===== config.mk =====
export PLATFORM = sky130hd
export DESIGN_NAME = pc_gen
export DESIGN_NICKNAME = d
export VERILOG_FILES = /design/src/rtl/pc_gen.sv
export SDC_FILE = /design/constraint.sdc
export NUM_CORES = 1
export LEC_CHECK = 0
export ABC_AREA = 1
export BUFFER_PORTS_ARGS = -buffer_cell sky130_fd_sc_hd__buf_4
export CORE_MARGIN = 2
export CORE_UTILIZATION = 52
export CTS_BUF_LIST = sky130_fd_sc_hd__clkbuf_4 sky130_fd_sc_hd__clkbuf_8 sky130_fd_sc_hd__clkbuf_16
export CTS_CLUSTER_DIAMETER = 50
export DETAILED_ROUTE_END_ITERATION = 8
export PLACE_DENSITY = 0.8
export SYNTH_ARGS = -nofsm -noshare
export SYNTH_HDL_FRONTEND = slang
export SYNTH_SLANG_ARGS = --single-unit

===== constraint.sdc =====
create_clock -name clk -period 2.1 [get_ports clk]
set_input_delay 0.42 -clock clk [delete_from_list [all_inputs] [get_ports clk]]
set_output_delay 0.42 -clock clk [all_outputs]
set_load 0.1 [all_outputs]

===== src/rtl/pc_gen.sv =====
// pc_gen: fetch program-counter generator with a one-deep deferred redirect.
//
// A redirect that arrives while the front end is stalled is parked in a
// pending register (state PEND) and applied on the first unstalled edge,
// unless a fresh redirect arrives on that edge, in which case the live target
// is used instead.
//
// Parameters:
//   WIDTH     - address width of every port and internal register
//   RESET_PC  - pc value forced while reset is asserted
//   EXC_VEC   - exception entry address (only used with PC_GEN_EXC_VEC_EN)
//
// Ports:
//   clk          in   rising-edge clock
//   reset        in   asynchronous reset, active low
//   stall        in   hold pc when 1
//   redir_valid  in   redirect request this cycle
//   redir_target in   redirect destination (not masked; see misalign)
//   exc_req      in   exception request (only with PC_GEN_EXC_VEC_EN)
//   pc           out  current fetch address (registered)
//   pc4          out  pc + 4, wraps modulo 2^WIDTH (combinational)
//   pc8          out  pc + 8, delay-slot link address (combinational)
//   pend         out  1 while a deferred redirect is held
//   misalign     out  1 when pc[1:0] != 0 (combinational)
//
// Configuration macro: PC_GEN_EXC_VEC_EN adds the exc_req port, which has
// priority over stall and redirect and returns the machine to RUN.

module pc_gen #(
  parameter int unsigned      WIDTH    = 32,
  parameter logic [WIDTH-1:0] RESET_PC = WIDTH'(32'h0000_3000),
  parameter logic [WIDTH-1:0] EXC_VEC  = WIDTH'(32'h0000_4180)
) (
  input  logic             clk,
  input  logic             reset,
  input  logic             stall,
  input  logic             redir_valid,
  input  logic [WIDTH-1:0] redir_target,
`ifdef PC_GEN_EXC_VEC_EN
  input  logic             exc_req,
`endif
  output logic [WIDTH-1:0] pc,
  output logic [WIDTH-1:0] pc4,
  output logic [WIDTH-1:0] pc8,
  output logic             pend,
  output logic             misalign
);

  typedef enum logic {
    ST_RUN  = 1'b0,
    ST_PEND = 1'b1
  } state_t;

  state_t           r_state;
  state_t           w_state_nxt;
  logic [WIDTH-1:0] r_pc;
  logic [WIDTH-1:0] w_pc_nxt;
  logic [WIDTH-1:0] r_tgt;
  logic [WIDTH-1:0] w_tgt_nxt;
  logic [WIDTH-1:0] w_pc4;
  logic [WIDTH-1:0] w_pc8;

  // Sequential increments; the adders simply drop the carry out.
  assign w_pc4 = r_pc + WIDTH'(4);
  assign w_pc8 = r_pc + WIDTH'(8);

`ifndef PC_GEN_EXC_VEC_EN
  // The exception vector has no consumer in this build.
  logic w_unused_exc_vec;
  assign w_unused_exc_vec = ^EXC_VEC;
`endif

  // State, pc and pending-target registers.
  always_ff @(posedge clk or negedge reset) begin
    if (!reset) begin
      r_state <= ST_RUN;
      r_pc    <= RESET_PC;
      r_tgt   <= '0;
    end else begin
      r_state <= w_state_nxt;
      r_pc    <= w_pc_nxt;
      r_tgt   <= w_tgt_nxt;
    end
  end

  // Next-state / next-pc selection.
  always_comb begin
    w_state_nxt = r_state;
    w_pc_nxt    = r_pc;
    w_tgt_nxt   = r_tgt;

    case (r_state)
      ST_RUN: begin
        if (!stall) begin
          w_pc_nxt = redir_valid ? redir_target : w_pc4;
        end else if (redir_valid) begin
          w_tgt_nxt   = redir_target;
          w_state_nxt = ST_PEND;
        end
      end
      ST_PEND: begin
        if (stall) begin
          // Latest stalled redirect replaces the parked one.
          if (redir_valid) begin
            w_tgt_nxt = redir_target;
          end
        end else begin
          // A live redirect on the release edge beats the parked target.
          w_pc_nxt    = redir_valid ? redir_target : r_tgt;
          w_state_nxt = ST_RUN;
        end
      end
      default: begin
        w_state_nxt = ST_RUN;
      end
    endcase

`ifdef PC_GEN_EXC_VEC_EN
    // Exception entry overrides everything except reset.
    if (exc_req) begin
      w_pc_nxt    = EXC_VEC;
      w_tgt_nxt   = '0;
      w_state_nxt = ST_RUN;
    end
`endif
  end

  assign pc       = r_pc;
  assign pc4      = w_pc4;
  assign pc8      = w_pc8;
  assign pend     = (r_state == ST_PEND);
  assign misalign = (r_pc[1:0] != 2'b00);

endmodule


==> metrics.md, run 1 <==
| Metric | Value |
|---|---|
| CTS buffer count | 9 |
| DP HPWL | 13000 µm |
| DP Cell Count | 812 |
| Chip width | 94.0 µm |
| Post-DP Area | 6930 µm² |
| Syn_nets | 540 |
| Final GP Congestion | 0.964 |
| Synthesized area per cell | 8.39 µm² |
| Stopped at | clock tree synthesis |
| PortBufs | 133 |
| Die Y | 94.0 µm |
| Post-CTS Setup Bufs | 32 |
| Io pins | 134 |
| Seq/Total Area, Yosys | 38.7% |
| Root Driver | clkbuf_8 |
| Hold_buf cts | 0 |
| Post-CTS sizing | 279 |
| Sinks on Clock Net | 65 |
| Outcome | stopped before the end |
| Initial core utilization | 54.2% |
| Cell Rows | 32 |
| Synth Instances | 502 |
| Synth cell types | 33 |
| Stop Error | [ERROR DPL-0038] Utilization greater than 100%, impossible to legalize |
| CTS Buffer Depth | 2 |
| Total number of H-tree levels | 3 |
| Synthesized cell area | 4210 µm² |
| Total of warnings raised by yosys | 0 |
| Seq cells post-synth | 65 |
==> cells by family after synthesis <==
family / Yosys count / share of synthesized area [%]
xor gates and xnor gates: 42 / 9.45
DFF: 65 / 38.7
adders and majority gates: 2 / 0.594
AOI/OAI and AO/OA: 64 / 10.6
and+or+nand+nor: 235 / 25.9
buffers and inverters: 62 / 6.24
muxes: 32 / 8.56
==> synthesized netlist by cell type, drive strengths merged <==
cell / instances / area [µm²]
a21oi: 23 / 119
a221oi: 27 / 236
a22oi: 7 / 52.6
a31oi: 3 / 18.8
and2: 9 / 56.3
buf: 12 / 75.1
clkbuf: 13 / 48.8
clkinv: 1 / 3.75
dfrtp: 63 / 1580
dfstp: 2 / 52.6
ha: 2 / 25.0
inv: 36 / 135
mux2: 32 / 360
nand2: 117 / 477
nand3: 24 / 120
nand3b: 2 / 15.0
nand4: 1 / 6.26
nor2: 77 / 383
nor3: 4 / 25.0
o21ai: 4 / 20.0
or2: 1 / 6.26
xnor2: 4 / 35.0
xor2: 38 / 363
==> through the flow <==
| stage | hold WS (ns) | setup WS, ns | util [%] |
|---|---|---|---|
| global placement | 0.422 | -0.119 | 89.3 |
| detailed placement | 0.437 | -0.216 | 89.3 |
| floorplan | 0.124 | -0.977 | - |
==> inputs of run 2 (changes only) <==
- CORE_UTILIZATION: 52 -> 40
- CTS_BUF_LIST: sky130_fd_sc_hd__clkbuf_4 sky130_fd_sc_hd__clkbuf_8 sky130_fd_sc_hd__clkbuf_16 -> unset
- CTS_CLUSTER_DIAMETER: 50 -> unset
- PLACE_DENSITY: 0.8 -> unset
- PLACE_DENSITY_LB_ADDON: unset -> 0.15
==> run 2 against run 1 <==
- the flow now finishes, with violations (negative setup slack)
- synthesized area stayed put
- synthesized cell count did not move
==> metrics.md, run 2 <==
| Metric | Value |
|---|---|
| Setup repair after global routing missed its margin | yes |
| Number of global-route vias before repair | 4759 |
| Antenna cells | 0 |
| P_leak | 0.00395 µW |
| Io pins | 134 (unchanged) |
| Final GP Congestion | 0.931 (was 0.964) |
| Clk pwr share | 15.6% |
| Slew @ Worst Pin | 0.573 ns |
| Internal | 3780 µW |
| Ys async rst share | 100% (unchanged) |
| Grt total ovfl | 0 |
| Share of cells above drive strength 1 | 67.5% |
| GRT Overall Usage | 30.0% |
| DP HPWL | 11100 µm (was 13000 µm) |
| Die Y | 107 µm (was 94.0 µm) |
| Total number of H-tree levels | 3 (unchanged) |
| Worst setup SP type | flip-flop |
| Final slew viol count | 0 |
| Post-DP Area | 7010 µm² (was 6930 µm²) |
| Power per cell area | 908 nW/µm² |
| Fillers | 463 |
| Final setup TNS | -22.27 ns |
| Core area | 10300 µm² |
| Clock period minus worst slack | 2.66 ns |
| Failing checks | negative setup slack |
| CTS buffer count | 9 (unchanged) |
| Most frequent cells in the layout | 178 x buf_4, 61 x nand2_1, 59 x buf_12 |
| Vias/cell | 5.81 |
| Main flop type after synthesis | dfrtp_1 (unchanged) |
| Crit Path Max Fanout | 5 |
| Seq cells post-synth | 65 (unchanged) |
| Outcome | complete, but fails checks (was stopped before the end) |
| Count leader, synth | nand2_1 (unchanged) |
| PortBufs | 133 (unchanged) |
| Synth area leaders | dfrtp_1 37%, nand2_1 9.6%, mux2_2 8.6% (unchanged) |
| Cell Rows | 37 (was 32) |
| WHS | 0.0106 ns |
| Antenna violations before repair | 0 |
| Insertion delay of the later-clocked pin in the worst-skew pair | 0.37 ns |
| Yosys top cell area share | 37.4% (unchanged) |
| Arr. time, crit path | 2.24 ns |
| Seq/Total Area, Yosys | 38.7% (unchanged) |
| CP Class | reg2out |
| PnR worst setup slack | -0.562 ns |
| Sw frac | 52.3% |
| Fin util | 85.1% |
| Storage element area | 1680 µm² |
| Routed len/inst | 22.7 µm |
| Largest net degree at the start of global routing | 34 |
| Hold Fails Final Rpt | 0 |
| Critical path endpoint category | output pin |
| VDD IR max | 547 µV |
| Sinks on Clock Net | 65 (unchanged) |
| Total of warnings raised by yosys | 0 (unchanged) |
| Period utilisation layout | 127% |
| Post-synth top cells | 108 x nand2_1, 63 x dfrtp_1, 59 x nor2_1 (unchanged) |
| CTS Buffer Depth | 2 (unchanged) |
| Multi-input logic area | 3650 µm² |
| Headroom to the max-slew limit | 61.8% |
| HP Class | in2async |
| First-pass GRT wire length | 26100 µm |
| Synthesized area per cell | 8.39 µm² (unchanged) |
| Most common cell after layout, fill and taps aside | buf_4 |
| Chip width | 107 µm (was 94.0 µm) |
| Flop pwr share | 20.8% |
| Fmax | 376 MHz |
| Root Driver | clkbuf_8 (unchanged) |
| TritonCTS clock tree | built |
| Synthesized cell area | 4210 µm² (unchanged) |
| Final nets | 795 |
| Pre-CTS setup slack | -0.157 ns (was -0.216 ns) |
| Layout area overhead | 108% |
| Synth Instances | 502 (unchanged) |
| DR pass1 iterations | 5 |
| Initial core utilization | 41.0% (was 54.2%) |
| Vias | 5208 |
| Synth area leader | dfrtp_1 (unchanged) |
| Total Die Area | 11400 µm² |
| Syn_nets | 540 (unchanged) |
| Final instance area | 8750 µm² |
| DR iter-0 viols | 566 |
| Post-synth EDFFs | 0 (unchanged) |
| Clock Pin Slew Worst Setup and Hold Paths | 0.11 ns |
| Required time of the critical path | 1.68 ns |
| Comb power frac | 63.6% |
| Post-route ant nets | 0 |
| Drt total wl | 20300 µm |
| P_sw | 4160 µW |
| Final number of setup-violating endpoints | 58 |
| Synth cell types | 33 (unchanged) |
| DRC viols | 0 |
| Setup Skew | 0.0331 ns |
| Max-Cap Viols | 0 |
[run 2: cell counts after synthesis]
Identical to the previous run, type by type.
[run 2: per-layer routing]
metal | wire length (µm) | global-route usage [%]
met1 | 7280 | 38.2
met2 | 10000 | 51.0
met3 | 1720 | 6.14
met4 | 1340 | 9.83
met5 | 0 | 0
[run 2: logic make-up (layout without fill, tap and decap cells)]
kind of cell             count (synthesis)  after routing  share of synthesized area (%)
multiplexers                            32             32                           8.56
XOR/XNOR                                42             42                           9.45
AO/OA/AOI/OAI                           64             64                           10.6
flip-flops                              65             65                           38.7
adder cells (fa/ha/maj)                  2              2                          0.594
buffers and inverters                   62            321                           6.24
AND/OR/NAND/NOR                        235            235                           25.9
[run 2: critical path: stages, from the launching register on]
cell	delay, ns
dfrtp_4	0.48
ha_4	0.17
buf_6	0.11
nand2_4	0.06
nor2_4	0.25
inv_2	0.08
nor2_4	0.22
nand3_2	0.13
and2_4	0.19
buf_12	0.16
[run 2: power by group through the flow]
stage / Clock [µW] / Sequential [µW] / Combinational [µW]
after floorplan: 0 / 2320 / 2420
after CTS: 1210 / 1620 / 4780
after global placement: 0 / 1610 / 4080
after global routing: 1290 / 1660 / 5170
final: 1240 / 1650 / 5050
after detailed placement: 0 / 1630 / 4110
[run 2: metrics by stage]
step / power (µW) / cells
final: 7940 / 897
after global routing: 8130 / 897
after CTS: 7600 / 881
after detailed placement: 5740 / 849
after global placement: 5700 / 849
after floorplan: 4740 / 502
[run 2: cell type report]
type | count | share of cell area, %
clock buffers | 9 | 1.42
clock inverters | 6 | 1.06
inverters | 37 | 1.72
multi-input cells | 375 | 41.7
flip-flops and latches | 65 | 19.2
well taps | 136 | 1.95
repair buffers | 269 | 32.9
[run 2: worst paths after layout]
check,from,to,slack (ns),depth (start not counted)
min in group clk,redir_target[26],r_tgt[26],0.31,2
max,pc[3],pc4[31],-0.56,9
min reg2reg,r_tgt[16],r_tgt[16],0.51,1
max reg2reg,pc[3],pc[17],-0.14,12
max in group asynchronous,reset,pc[12],1.42,2
min,reset,pc[3],0.01,1
[run 2: repair_timing]
action,CTS,global route
setup buffers,21,23
hold buffers,0,0
gates resized for setup,240,72
setup endpoints to repair,54,54
pin swaps,28,36
No activity file was read; power rests on OpenSTA's default activity.
